==> src/rtl/seg_display_pkg.sv <==
// Shared constants for the 4-digit common-anode display: blanking patterns,
// the active-low hex glyph table and the digit-index type.
package seg_display_pkg;

   localparam logic [3:0] ANODE_OFF = 4'b1111;
   localparam logic [6:0] SEG_OFF   = 7'b1111111;

   typedef logic [1:0] digit_idx_t;

   // Segment order {g,f,e,d,c,b,a}, active-low; index is the hex value
   localparam logic [6:0] GLYPH [16] = '{
      7'b1000000, 7'b1111001, 7'b0100100, 7'b0110000,
      7'b0011001, 7'b0010010, 7'b0000010, 7'b1111000,
      7'b0000000, 7'b0010000, 7'b0001000, 7'b0000011,
      7'b1000110, 7'b0100001, 7'b0000110, 7'b0001110
   };

endpackage

==> src/rtl/hex_to_seg7.sv <==
// Combinational hex-digit to active-low 7-segment glyph decoder.
module hex_to_seg7
   import seg_display_pkg::*;
(
   input  logic [3:0] hex,
   output logic [6:0] seg
);

   assign seg = GLYPH[hex];

endmodule

==> src/rtl/seven_seg_scan_ctrl.sv <==
// 4-digit 7-segment scan controller with tear-free frame swap and blanking guard.
// Define SEVEN_SEG_DP_EN to add per-digit decimal-point input/output.
module seven_seg_scan_ctrl
   import seg_display_pkg::*;
#(
   parameter int PRESCALE     = 50000,
   parameter int BLANK_CYCLES = 5000,
   parameter int CNT_W        = 16
)
(
   input  logic        Clk,
   input  logic        reset,
   input  logic        in_valid,
   output logic        in_ready,
   input  logic [15:0] in_data,
`ifdef SEVEN_SEG_DP_EN
   input  logic [3:0]  in_dp,
   output logic        dp,
`endif
   output logic [3:0]  anode,
   output logic [6:0]  seg,
   output logic        frame_done
);

   logic [CNT_W-1:0] cnt;
   digit_idx_t       idx;
   logic [15:0]      disp;
   logic [15:0]      pend;
   logic             pend_full;
`ifdef SEVEN_SEG_DP_EN
   logic [3:0]       disp_dp;
   logic [3:0]       pend_dp;
`endif

   logic       wrap;
   logic       last_slot;
   logic       blank;
   logic       drive;
   logic       accept;
   logic [3:0] nibble;
   logic [6:0] glyph;

   assign wrap      = (cnt == CNT_W'(PRESCALE - 1));
   assign last_slot = wrap && (idx == 2'd3);
   assign in_ready  = !pend_full;
   assign accept    = in_valid && !pend_full;

   generate
      if (BLANK_CYCLES == 0) begin : g_no_blank
         assign blank = 1'b0;
      end else begin : g_blank
         assign blank = (cnt < CNT_W'(BLANK_CYCLES));
      end
   endgenerate

   // Outputs are forced off while reset is held, independent of the clock
   assign drive      = reset && !blank;
   assign frame_done = reset && last_slot;

   always_comb begin
      nibble = disp[15:12];
      case (idx)
         2'd0: nibble = disp[15:12];
         2'd1: nibble = disp[11:8];
         2'd2: nibble = disp[7:4];
         2'd3: nibble = disp[3:0];
         default: nibble = disp[15:12];
      endcase
   end

   hex_to_seg7 u_hex_to_seg7 (
      .hex (nibble),
      .seg (glyph)
   );

   assign seg = drive ? glyph : SEG_OFF;

   // digit0 is the leftmost digit and owns anode[3]
   for (genvar gi = 0; gi < 4; gi++) begin : g_anode
      assign anode[gi] = !(drive && (idx == digit_idx_t'(3 - gi)));
   end

`ifdef SEVEN_SEG_DP_EN
   assign dp = !(drive && disp_dp[~idx]);
`endif

   always_ff @(posedge Clk or negedge reset) begin
      if (!reset) begin
         cnt       <= '0;
         idx       <= '0;
         disp      <= 16'h0000;
         pend      <= 16'h0000;
         pend_full <= 1'b0;
`ifdef SEVEN_SEG_DP_EN
         disp_dp   <= 4'h0;
         pend_dp   <= 4'h0;
`endif
      end else begin
         cnt <= wrap ? '0 : cnt + 1'b1;
         if (wrap)
            idx <= idx + 1'b1;
         // Accept needs pend empty, swap needs pend full: never both at once
         if (accept) begin
            pend      <= in_data;
            pend_full <= 1'b1;
`ifdef SEVEN_SEG_DP_EN
            pend_dp   <= in_dp;
`endif
         end else if (last_slot && pend_full) begin
            disp      <= pend;
            pend_full <= 1'b0;
`ifdef SEVEN_SEG_DP_EN
            disp_dp   <= pend_dp;
`endif
         end
      end
   end

endmodule
==> config.mk <==
export PLATFORM = sky130hd
export DESIGN_NAME = seven_seg_scan_ctrl
export DESIGN_NICKNAME = d
export VERILOG_FILES = /design/src/rtl/seg_display_pkg.sv /design/src/rtl/hex_to_seg7.sv /design/src/rtl/seven_seg_scan_ctrl.sv
export SDC_FILE = /design/constraint.sdc
export NUM_CORES = 1
export LEC_CHECK = 0
export BUFFER_PORTS_ARGS = -buffer_cell sky130_fd_sc_hd__clkbuf_2
export CELL_PAD_IN_SITES_DETAIL_PLACEMENT = 0
export CELL_PAD_IN_SITES_GLOBAL_PLACEMENT = 1
export CORE_MARGIN = 10
export CORE_UTILIZATION = 49
export CTS_CLUSTER_SIZE = 25
export DETAILED_ROUTE_END_ITERATION = 6
export MAX_ROUTING_LAYER = met4
export PLACE_DENSITY = 0.86
export SETUP_SLACK_MARGIN = 0.4
export SLEW_MARGIN = 10
export SYNTH_ARGS = -nofsm -noshare
export SYNTH_HDL_FRONTEND = slang
export SYNTH_SLANG_ARGS = --single-unit
==> constraint.sdc <==
create_clock -name Clk -period 4.2 [get_ports Clk]
set_input_delay 0.84 -clock Clk [delete_from_list [all_inputs] [get_ports Clk]]
set_output_delay 0.84 -clock Clk [all_outputs]
set_load 0.03 [all_outputs]
Word-level counts from Yosys, hierarchy flattened
Memories as Yosys holds them, arrays and structs flattened.
Cells that the tools add are included.
{ "classes": {"addsub": 2, "order_cmp": 2, "n_eq_ne": 4, "muxes": 7, "bitwise": 2, "n_reduce_logical": 18} }
{ "op_table": {"columns": ["operator", "count"], "rows": [
  ["7-bit two-way mux", 3],
  ["16-bit by 1-bit adder with 16-bit output (second input constant)", 1],
  ["16-bit == test (second input constant)", 1],
  ["16-bit by 13-bit < comparator with 1-bit output (second input constant)", 1],
  ["16-bit two-way mux", 1],
  ["4-bit one-hot mux with 4 select lines", 1],
  ["1-bit logical AND", 9],
  ["1-bit logical NOT", 6],
  ["5-bit greater-or-equal comparator (second input constant)", 1],
  ["4-bit inverter with 5-bit output", 1],
  ["2-bit == test (second input constant)", 2],
  ["2-bit by 1-bit adder with 2-bit output (second input constant)", 1],
  ["2-bit by 1-bit == test with 1-bit output (second input constant)", 1],
  ["2-bit logical NOT", 1],
  ["1-bit two-way mux", 2],
  ["2-bit AND reduction", 1],
  ["2-bit nonzero test", 1],
  ["1-bit inverter", 1]
]} }
{ "totals": {"reg_bits": 51, "romBits": 112, "inputBits": 19, "output_inout_bits": 13, "mem_count": 1} }
{ "mem_list": {"columns": ["name", "words", "width", "rd", "rd_clocked_by_memory_dff", "wr", "line", "rtl"], "rows": [
  ["(no name shown)", 16, 7, 1, 0, 0, "hex_to_seg7.sv:9", "assign seg = GLYPH[hex];"]
]} }

Longest topological paths before layout
Gate-level depths: netlist (run 1).
{ "logic_depth": {"depth_word": 7, "mapped_depth": 9, "depth_no_buf": 9} }

Cells and area by module
From an unflattened synthesis (run 1), not the netlist that was laid out.
{ "unflattened": {"cells_unflattened": 221, "hier_area_um2": 2686.3} }
{ "by_module_without_submodules": {"columns": ["mod", "instances", "cells_each", "area_each_um2", "seq_area_each_um2"], "rows": [
  ["seven_seg_scan_ctrl", 1, 189, 2411.1, 1276.2],
  ["hex_to_seg7", 1, 32, 275.3, 0.0]
]} }

Worst setup path before layout (run 1)
No wires, ideal clock.
{ "synth_path": {"path_type": "flip-flop to output port", "from": "register idx[0]", "to": "output seg[1]", "arrival_ns": 2.647, "required_time_ns": 3.360, "setup_slack_ns": 0.713, "path_stages_with_launch": 7, "n_path_buf": 1, "path_cell_list": "dfrtp_1 -> inv_1 -> ha_1 -> clkbuf_1 -> mux2i_1 -> inv_1 -> o311ai_0"} }
{ "synth_via": {"elab_chain_cells": 7, "elab_cells_between_ends": 10, "cone_classes": "3 x eq/ne; 4 x mux; 1 x bitwise; 1 x reduce/logical; 1 x memory"} }
{ "synth_lines": {"columns": ["element", "line", "rtl"], "rows": [
  ["from (decl)", "seven_seg_scan_ctrl.sv:26", "digit_idx_t idx;"],
  ["from (signal assigned)", "seven_seg_scan_ctrl.sv:101", "idx <= idx + 1'b1;"],
  ["2-bit == test, or another cell as far along", "seven_seg_scan_ctrl.sv:62", "case (idx)"],
  ["4-bit one-hot mux with 4 select lines (*)", "seven_seg_scan_ctrl.sv:62", null],
  ["4-bit inverter with 5-bit output (not written as such) (*)", "hex_to_seg7.sv:9", null],
  ["memory 16 x 7 bit (*)", null, null],
  ["7-bit two-way mux (not written as such) (*) (2 in a row)", "hex_to_seg7.sv:9", null],
  ["7-bit two-way mux (*)", "seven_seg_scan_ctrl.sv:76", "assign seg = drive ? glyph : SEG_OFF;"],
  ["to (decl)", "seven_seg_scan_ctrl.sv:21", "output logic [6:0] seg,"]
]} }
Mark *: on every way between the ends. The rest lies on a longest branch, timed or not. The select of a mux whose other input is x is not followed.

Worst setup path after layout (run 1)
{ "layout_path": {"from": "register idx[0]", "to": "output seg[3]"} }
The elaborated chain is that of the path after synthesis.

==> flow_summary_export.csv, run 1 <==
group,metric,value,unit
synthesis,syn-num-nets,256,
pwr,power.density,310.2,nW/um^2
grt,busiest_layer,"met2",
min_path,min-delay-start,"disp[13]$_DFFE_PN0P_",
die,ios,32,
clock_tree,cts_tree,"yes",
routing,drt_iter0_drc,81,
cells_and_area,layout_common_cells,"dfrtp_1, clkbuf_2, mux2_2",
pwr,ir_worst_vdd,0.0002795,V
routing,postRouteAntennaNets,0,
timing,finClkSkew,0.01008,ns
setup_path,cp.required,3.36,ns
routing,dr.pass1.iters,4,
setup_path,endpoint_kind,"output pin",
routing,viasPerCell,5.246,
clock_tree,htree_levels,2,
timing,slew_headroom,35.90,%
setup_path,r2r_slack,2.08,ns
setup_path,r2r-end,"disp[1]$_DFFE_PN0P_",
placement,dp.cells,317,
cells_and_area,finalNonFillerCells,325,
routing,post_drt_wl_per_cell,15.23,um
pwr,p_leak,1.330,nW
pwr,switching_share,21.08,%
cells_and_area,diodes,0,
synthesis,yosysTopAreaCell,"dfrtp_1",
routing,routed_wl,4950,um
synthesis,synth_edf_count,0,
die,die-area,8539,sq um
timing,layout_setup_ws,0.6236,ns
grt,use_met2,20.71,%
grt,grt_max_degree,53,
die,die_w,92.41,um
grt,grt.overflow.total,0,
cells_and_area,num-nets-final,285,
pwr,pwr-share-clk,38.5,%
flow_run,drv_cap,0,
routing,vias,1705,
setup_path,r2r_cells,5,
timing,setup-violations-final,0,
pwr,p_sw,189.1,uW
placement,gp_routability_congestion,0.8116,
timing,fin_crit,3.576,ns
cells_and_area,final_common_cell,"dfrtp_1",
grt,globalRouteMet3Util,3.955,%
synthesis,syn_area_per_cell,11.42,sq um
synthesis,netlist-cell-type-count,39,
synthesis,synth_flop_cell,"dfrtp_1",
grt,grt_use_met1,15.15,%
setup_path,path_class,"flip-flop to output pin",
synthesis,synthCells,225,
clock_tree,cts_max_path_buffers,2,
timing,worst_slew_pin_slew,0.9615,ns
placement,place_ws,0.9221,ns
grt,grt_pass1_wl,8749,um
cells_and_area,area_growth,12.57,%
cells_and_area,drive_above_1_share,28.63,%
placement,dpl.hpwl,3681,um
min_path,worstHoldPathType,"flip-flop to flip-flop",
routing,drc_errors,0,
synthesis,synth_area_leaders,"dfrtp_1, mux2_2, ha_1, mux2_1, nand2_1",
setup_path,cp_max_fo,7,
die,core,5107,sq um
clock_tree,root_buffer,"clkbuf_8",
placement,port_buffers,31,
grt,grt_pass1_vias,1848,
synthesis,ys_seq_elements,51,
setup_path,reg2reg_from,"cnt[0]$_DFF_PN0_",
synthesis,synth_area,2569,sq um
synthesis,synth-seq-area-share,49.68,%
setup_path,critPathLaunchType,"flip-flop",
pwr,p_int,708.0,uW
die,rows,26,
grt,grt_antenna_before_repair,0,
clock_tree,clkSinkCount,51,
timing,grt_setup_unrepaired,"false",
timing,fmax,279.6,MHz
pwr,pwr-share-seq,57.7,%
die,die_h,92.41,um
timing,finalMaxSlewViolations,0,
clock_tree,clk_latency,0.31,ns
synthesis,async_reset_ff_share,100.0,%
timing,fin_setup_tns,0,ns
min_path,hold_path_end,"disp[13]$_DFFE_PN0P_",
pwr,p_comb_share,3.8,%
run_status,status,"finished, final reports clean",
timing,hold_viol,0,
timing,post-route-period-util,85.15,%
setup_path,cp.arrival,2.74,ns
synthesis,ys.warnings.count,0,
die,initial_core_util,50.29,%
clock_tree,cts_buffers,5,
grt,grt_usage,12.65,%
synthesis,synth_top_cell_area_share,49.68,%
min_path,whs_path_depth,1,
clock_tree,clk_pin_slew_worst_paths,0.10,ns
[through the flow]
step	total power, mW	utilization (%)	instance area (sq um)	hold WS (ns)
floorplan	0.5396	-	2569	0.4549
global placement	0.5606	54.29	2773	0.4689
detailed placement	0.5635	54.29	2773	0.4796
CTS	0.9022	56.47	2884	0.5015
global route	0.9323	56.61	2892	0.5206
finish	0.8971	56.61	2892	0.4962
[layer usage]
layer,vias up,wire (um)
met3,5,137
li1,839,-
met4,0,32
met2,24,2511
met1,837,2268
met5,-,0
[synth_stat cells (all sizes together) (4+ instances only)]
cell type / count
nor3: 4
dfrtp: 51
nand3: 7
nand2: 19
a21oi: 6
inv: 11
nand4: 4
clkbuf: 8
buf: 4
xor2: 7
xnor2: 7
ha: 12
o21ai: 4
mux2i: 4
nor2: 15
mux2: 34
[cells by family (layout without fill, tap and decap cells)]
family | count (synthesis) | count (layout) | synth area share [%]
and+or+nand+nor | 63 | 63 | 12.57
DFF | 51 | 51 | 49.68
muxes | 38 | 38 | 16.46
AOI/OAI and AO/OA | 24 | 24 | 6.673
buffers and inverters | 23 | 53 | 3.994
xor gates and xnor gates | 14 | 14 | 4.774
adders and majority gates | 12 | 12 | 5.845
[power by group through the flow]
| stage | Combinational (mW) | Clock [mW] | Sequential, mW |
|---|---|---|---|
| floorplan | 0.0158 | 0 | 0.524 |
| global placement | 0.0343 | 0 | 0.526 |
| detailed placement | 0.0361 | 0 | 0.527 |
| CTS | 0.0362 | 0.349 | 0.518 |
| global route | 0.0403 | 0.372 | 0.520 |
| finish | 0.0345 | 0.345 | 0.517 |
[worst max-delay path, cell delays in order, from the launching register on]
cell	delay (ns)
dfrtp_1	0.43
inv_1	0.13
ha_1	0.37
mux2i_2	0.39
inv_1	0.17
ha_1	0.23
mux2_2	0.27
o22ai_1	0.15
nand2_1	0.06
clkbuf_2	0.22
[repair_timing]
item                       CTS  global route
hold buffers                 0             0
setup endpoints to repair    0             2
setup buffers                0             0
gates resized for setup      0             2
[worst max path at each step]
stage,start,endpoint,slack [ns],cells past startpoint
2_1_floorplan,idx[0]$_DFFE_PN0N_,seg[1],0.71,6
3_3_place_gp,idx[0]$_DFFE_PN0N_,seg[3],1.01,9
3_5_place_dp,idx[0]$_DFFE_PN0N_,seg[3],0.92,9
4_1_cts,idx[0]$_DFFE_PN0N_,seg[3],0.57,9
5_1_grt,idx[0]$_DFFE_PN0N_,seg[1],0.40,9
6_report,idx[0]$_DFFE_PN0N_,seg[3],0.62,9
[layout make-up]
cell class | count | area (sq um)
Multi-Input combinational cell | 151 | 1197
Sequential cell | 51 | 1276
Timing Repair Buffer | 34 | 177.7
Fill cell | 449 | 2216
Clock inverter | 2 | 38.79
Inverter | 11 | 41.29
Clock buffer | 6 | 72.57
Tap cell | 70 | 87.58
[state kept, by name, indices dropped and copies added, names as in the netlist]
register   count
pend_full      1
cnt           16
idx            2
disp          16
pend          16
(Power assumes the default switching activity.)
==> run 2, diff against run 1 <==
- BUFFER_PORTS_ARGS: -buffer_cell sky130_fd_sc_hd__clkbuf_2 -> unset
- CELL_PAD_IN_SITES_DETAIL_PLACEMENT: 0 -> 1
- CELL_PAD_IN_SITES_GLOBAL_PLACEMENT: 1 -> 2
- CORE_UTILIZATION: 49 -> 45
- DONT_BUFFER_PORTS: unset -> 1
==> run 2 against run 1 <==
Sequential power barely moved; via count fell by 3.4%; worst hold slack got worse by 0.29 ns; non-clock buffer count fell by 30; final cell count fell by 8.6%; utilization fell by 6.6 points; design area fell by 4.7%; power fell by 6.0%; combinational power fell by 51%; critical endpoint is now seg[6].
==> flow_summary_export.csv, run 2 (same netlist as run 1, synthesis figures left out) <==
group,metric,value,unit
grt,grt_antenna_before_repair,0,
clock_tree,clk_pin_slew_worst_paths,0.10,ns
cells_and_area,reg.largest.list,"cnt x16, disp x16, pend x16",
timing,finalMaxSlewViolations,0,
grt,grt_pass1_wl,8880,um
setup_path,critPathLaunchType,"flip-flop",
grt,busiest_layer,"met2",
timing,hold_viol,0,
timing,fin_crit,3.616,ns
pwr,p_leak,1.206,nW
pwr,switching_share,23.15,%
clock_tree,root_buffer,"clkbuf_8",
grt,use_met2,20.37,%
run_status,status,"finished, final reports clean",
cells_and_area,drive_above_1_share,20.89,%
clock_tree,cts_setup_buffers,0,
setup_path,endpoint_kind,"output pin",
clock_tree,postCtsHoldBufs,0,
timing,worst_slew_pin_slew,0.9773,ns
die,ios,32,
cells_and_area,diodes,0,
timing,fmax,276.6,MHz
pwr,p_sw,195.3,uW
pwr,pwr-share-clk,36.7,%
timing,layout_setup_ws,0.5843,ns
timing,finClkSkew,0.006955,ns
cells_and_area,stdcell_area,2756,sq um
grt,grt_use_met1,15.03,%
routing,routed_wl,5288,um
routing,post_drt_wl_per_cell,17.80,um
die,rows,27,
clock_tree,clkSinkCount,51,
setup_path,cp_slowest_cell,"o221ai_1",
setup_path,cp.arrival,2.78,ns
setup_path,cpLargestDelayFamily,"compound AO/OA/AOI/OAI gates",
placement,dpl_cell_area,2634,sq um
pwr,p_comb_share,2.0,%
grt,grt_usage,12.82,%
routing,dr.pass1.iters,4,
min_path,worstHoldPathType,"primary input to async pin",
routing,drc_errors,0,
clock_tree,cts_buffers,5,
grt,grt_max_degree,54,
clock_tree,cts_resized,0,
placement,port_buffers,0,
placement,place_ws,0.8362,ns
routing,vias,1647,
setup_path,crit_chain,"ha_1, a222oi_1, mux2i_2, inv_1, ha_1, a21oi_1, o221ai_1",
setup_path,cp_max_fo,7,
routing,postRouteAntennaNets,0,
setup_path,crit_buf_inv,1,
die,die_w,95.55,um
timing,setup-violations-final,0,
pwr,ir_worst_vdd,0.0002000,V
die,die_h,95.55,um
clock_tree,cts_max_path_buffers,2,
timing,slew_headroom,34.85,%
setup_path,slowest_delay,0.61,ns
timing,grt_setup_unrepaired,"true",
flow_run,drv_cap,0,
pwr,p_int,648.3,uW
grt,grt_pass1_vias,1722,
pwr,power.density,306.1,nW/um^2
die,core,5507,sq um
grt,grt.overflow.total,0,
cells_and_area,layout_common_cells,"dfrtp_1, mux2_2, nand2_1",
clock_tree,cts_tree,"yes",
placement,dpl.hpwl,3888,um
die,die-area,9130,sq um
grt,globalRouteMet3Util,4.163,%
setup_path,path_class,"flip-flop to output pin",
timing,fin_setup_tns,0,ns
setup_path,crit_top_cell,"ha_1",
routing,drt_iter0_drc,69,
cells_and_area,area_growth,7.306,%
clock_tree,htree_levels,2,
setup_path,cp.required,3.36,ns
placement,gp_routability_congestion,0.7877,
cells_and_area,final_common_cell,"dfrtp_1",
routing,viasPerCell,5.545,
die,initial_core_util,46.65,%
clock_tree,clk_latency,0.31,ns
pwr,pwr-share-seq,61.3,%
cells_and_area,num-nets-final,255,
timing,post-route-period-util,86.09,%
==> run 2: final timing paths <==
kind | startpoint | end | slack, ns | cells after the start
max in group asynchronous | reset | disp[14]$_DFFE_PN0P_ | 3.90 | 0
max reg2reg | cnt[0]$_DFF_PN0_ | disp[5]$_DFFE_PN0P_ | 2.01 | 5
min reg2reg | cnt[0]$_DFF_PN0_ | cnt[0]$_DFF_PN0_ | 0.49 | 1
min in group Clk | cnt[0]$_DFF_PN0_ | cnt[0]$_DFF_PN0_ | 0.49 | 1
max | idx[0]$_DFFE_PN0N_ | seg[6] | 0.58 | 7
min | reset | cnt[6]$_DFF_PN0_ | 0.20 | 0
==> run 2: metal layers <==
metal | wire (um) | part of all wire [%] | up-vias
li1 | - | - | 786
met1 | 2342 | 44 | 827
met2 | 2635 | 50 | 27
met3 | 242 | 4.6 | 7
met4 | 68 | 1.3 | 0
met5 | 0 | 0 | -
==> run 2: power groups by stage <==
stage / Combinational [mW] / Clock (mW) / Sequential, mW
floorplan: 0.0158 / 0 / 0.524
global placement: 0.0163 / 0 / 0.526
detailed placement: 0.0172 / 0 / 0.527
CTS: 0.0172 / 0.326 / 0.518
global route: 0.0187 / 0.348 / 0.521
finish: 0.0169 / 0.310 / 0.517
==> run 2: final cells by class <==
cell class,count,area [sq um]
multi-input combinational,151,1216
tap,72,90.09
inverter,11,41.29
clock inverter,3,33.78
sequential,51,1276
fill,601,2750
timing repair buffer,4,30.03
clock buffer,5,68.82
==> run 2: metrics by stage <==
stage | power, mW | std cells | util (%) | hold WS, ns
floorplan | 0.5396 | 225 | - | 0.4549
global placement | 0.5428 | 289 | 47.83 | 0.4673
detailed placement | 0.5443 | 289 | 47.83 | 0.4802
CTS | 0.8612 | 297 | 49.69 | 0.1892
global route | 0.8871 | 297 | 50.06 | 0.1742
finish | 0.8436 | 297 | 50.06 | 0.2032
==> run 3, diff against run 2 <==
- CELL_PAD_IN_SITES_DETAIL_PLACEMENT: 1 -> unset
- CELL_PAD_IN_SITES_GLOBAL_PLACEMENT: 2 -> unset
- CORE_UTILIZATION: 45 -> 65
- PLACE_DENSITY: 0.86 -> 0.83
==> run 3 against run 2 <==
Die area is 25% lower; via count rose by 4.3%; clock skew fell by 0.0051 ns; highest routed layer unchanged; power is 4.1% higher; design area fell by 0.73%; largest power group unchanged; first-iteration DRC count rose to 2.5 times the previous value; setup slack worse by 0.078 ns; critical path depth increased by 1; critical path type unchanged; sequential share of layout area is 0.34 points higher.
==> flow_summary_export.csv, run 3 (same netlist as run 1, synthesis figures left out) <==
group,metric,value,unit
die,die_w,82.87,um
setup_path,r2r-end,"disp[9]$_DFFE_PN0P_",
routing,drt_iter0_drc,174,
timing,finalMaxSlewViolations,0,
routing,viasPerCell,6.266,
routing,vias,1717,
setup_path,r2r_slack,2.06,ns
clock_tree,cts_buffers,5,
die,initial_core_util,68.62,%
clock_tree,htree_levels,2,
clock_tree,root_buffer,"clkbuf_8",
placement,gp_routability_congestion,0.9203,
clock_tree,clkSinkCount,51,
setup_path,cp_max_fo,5,
cells_and_area,drive_above_1_share,20.35,%
grt,grt_usage,15.24,%
pwr,ir_worst_vdd,0.0002991,V
timing,layout_setup_ws,0.5060,ns
placement,port_buffers,0,
pwr,power.density,321.0,nW/um^2
grt,grt_pass1_wl,8625,um
setup_path,endpoint_kind,"output pin",
grt,grt.overflow.total,0,
timing,worst_slew_pin_slew,0.8121,ns
timing,fmax,270.7,MHz
setup_path,r2r_cells,5,
die,ios,32,
die,die_h,82.87,um
routing,wl_met3,206,um
setup_path,path_class,"flip-flop to output pin",
setup_path,reg2reg_from,"cnt[0]$_DFF_PN0_",
setup_path,cp.arrival,2.85,ns
routing,routed_wl,5149,um
clock_tree,cts_setup_buffers,0,
cells_and_area,final_common_cell,"dfrtp_1",
placement,place_ws,0.8531,ns
setup_path,crit_end,"seg[6]",
die,die-area,6867,sq um
timing,post-route-period-util,87.95,%
clock_tree,postCtsHoldBufs,0,
timing,slew_headroom,46.83,%
routing,postRouteAntennaNets,0,
pwr,p_leak,1.220,nW
clock_tree,cts_tree,"yes",
routing,drc_errors,0,
cells_and_area,seq_area,1276,sq um
timing,finClkSkew,0.001819,ns
timing,fin_setup_tns,0,ns
die,core,3744,sq um
routing,post_drt_wl_per_cell,18.79,um
clock_tree,clk_pin_slew_worst_paths,0.09,ns
clock_tree,cts_resized,0,
cells_and_area,diodes,0,
timing,grt_setup_unrepaired,"true",
clock_tree,clk_latency,0.30,ns
flow_run,drv_cap,0,
grt,grt_pass1_vias,1799,
routing,wl_met1,2053,um
timing,hold_viol,0,
timing,fin_crit,3.694,ns
routing,routed.top_layer,"met4",
cells_and_area,area_growth,6.527,%
setup_path,critPathLaunchType,"flip-flop",
cells_and_area,layout_common_cells,"dfrtp_1, mux2_2, nand2_1",
setup_path,crit_path_start,"idx[0]$_DFFE_PN0N_",
run_status,status,"finished, final reports clean",
cells_and_area,num-nets-final,256,
cells_and_area,multi_input_comb_area,1206,sq um
cells_and_area,reg.largest.list,"cnt x16, disp x16, pend x16",
routing,dr_wl_met2,2725,um
timing,setup-violations-final,0,
placement,dpl.hpwl,3923,um
cells_and_area,num-fill-cells,273,
routing,dr.pass1.iters,4,
grt,grt_max_degree,54,
die,rows,22,
clock_tree,cts_max_path_buffers,2,
setup_path,cp.required,3.36,ns
grt,grt_antenna_before_repair,0,
min_path,worstHoldPathType,"primary input to async pin",
==> run 3: how the worst min path moves through the flow <==
stage | depth (start not counted) | to | start | slack (ns)
floorplan | 1 | cnt[0]$_DFF_PN0_ | cnt[0]$_DFF_PN0_ | 0.45
global placement | 1 | disp[11]$_DFFE_PN0P_ | pend[11]$_DFFE_PN0P_ | 0.47
detailed placement | 1 | disp[10]$_DFFE_PN0P_ | pend[10]$_DFFE_PN0P_ | 0.48
CTS | 0 | pend[15]$_DFFE_PN0P_ | reset | 0.21
global route | 0 | cnt[10]$_DFF_PN0_ | reset | 0.20
finish | 0 | cnt[10]$_DFF_PN0_ | reset | 0.22
==> run 3: cell type report <==
class	instances	area share, %
clock buffer	5	2.515
clock inverter	3	1.692
inverter	11	1.509
tap	48	2.195
timing repair buffer	5	1.372
multi-input combinational	151	44.08
sequential	51	46.64
==> run 3: per-layer routing <==
metal,vias to the layer above,track usage (%)
met3,19,3.906
met2,57,25.07
met4,0,7.077
li1,785,-
met5,-,-
met1,856,16.91
==> run 3: power breakdown <==
part           internal [mW]  switching [mW]
clock                  0.179           0.163
sequential             0.508         0.00993
combinational         0.0131         0.00434
==> run 3: per-stage QoR <==
stage                     total power, mW  hold slack (ns)  instance area (sq um)  instances  utilization (%)
after global routing               0.9107           0.2009                   2736        274            73.09
after CTS                          0.8834           0.2147                   2720        274            72.66
after global placement             0.5425           0.4713                   2605        266            69.59
after detailed placement           0.5464           0.4823                   2605        266            69.59
final                              0.8784           0.2219                   2736        274            73.09
after floorplan                    0.5396           0.4549                   2569        225                -
==> run 3: critical path, stage by stage (launching register included) <==
cell      delay [ns]
dfrtp_1         0.43
inv_1           0.10
ha_1            0.27
a222oi_1        0.40
mux2i_2         0.21
inv_1           0.17
ha_1            0.21
a21oi_1         0.09
o221ai_1        0.67
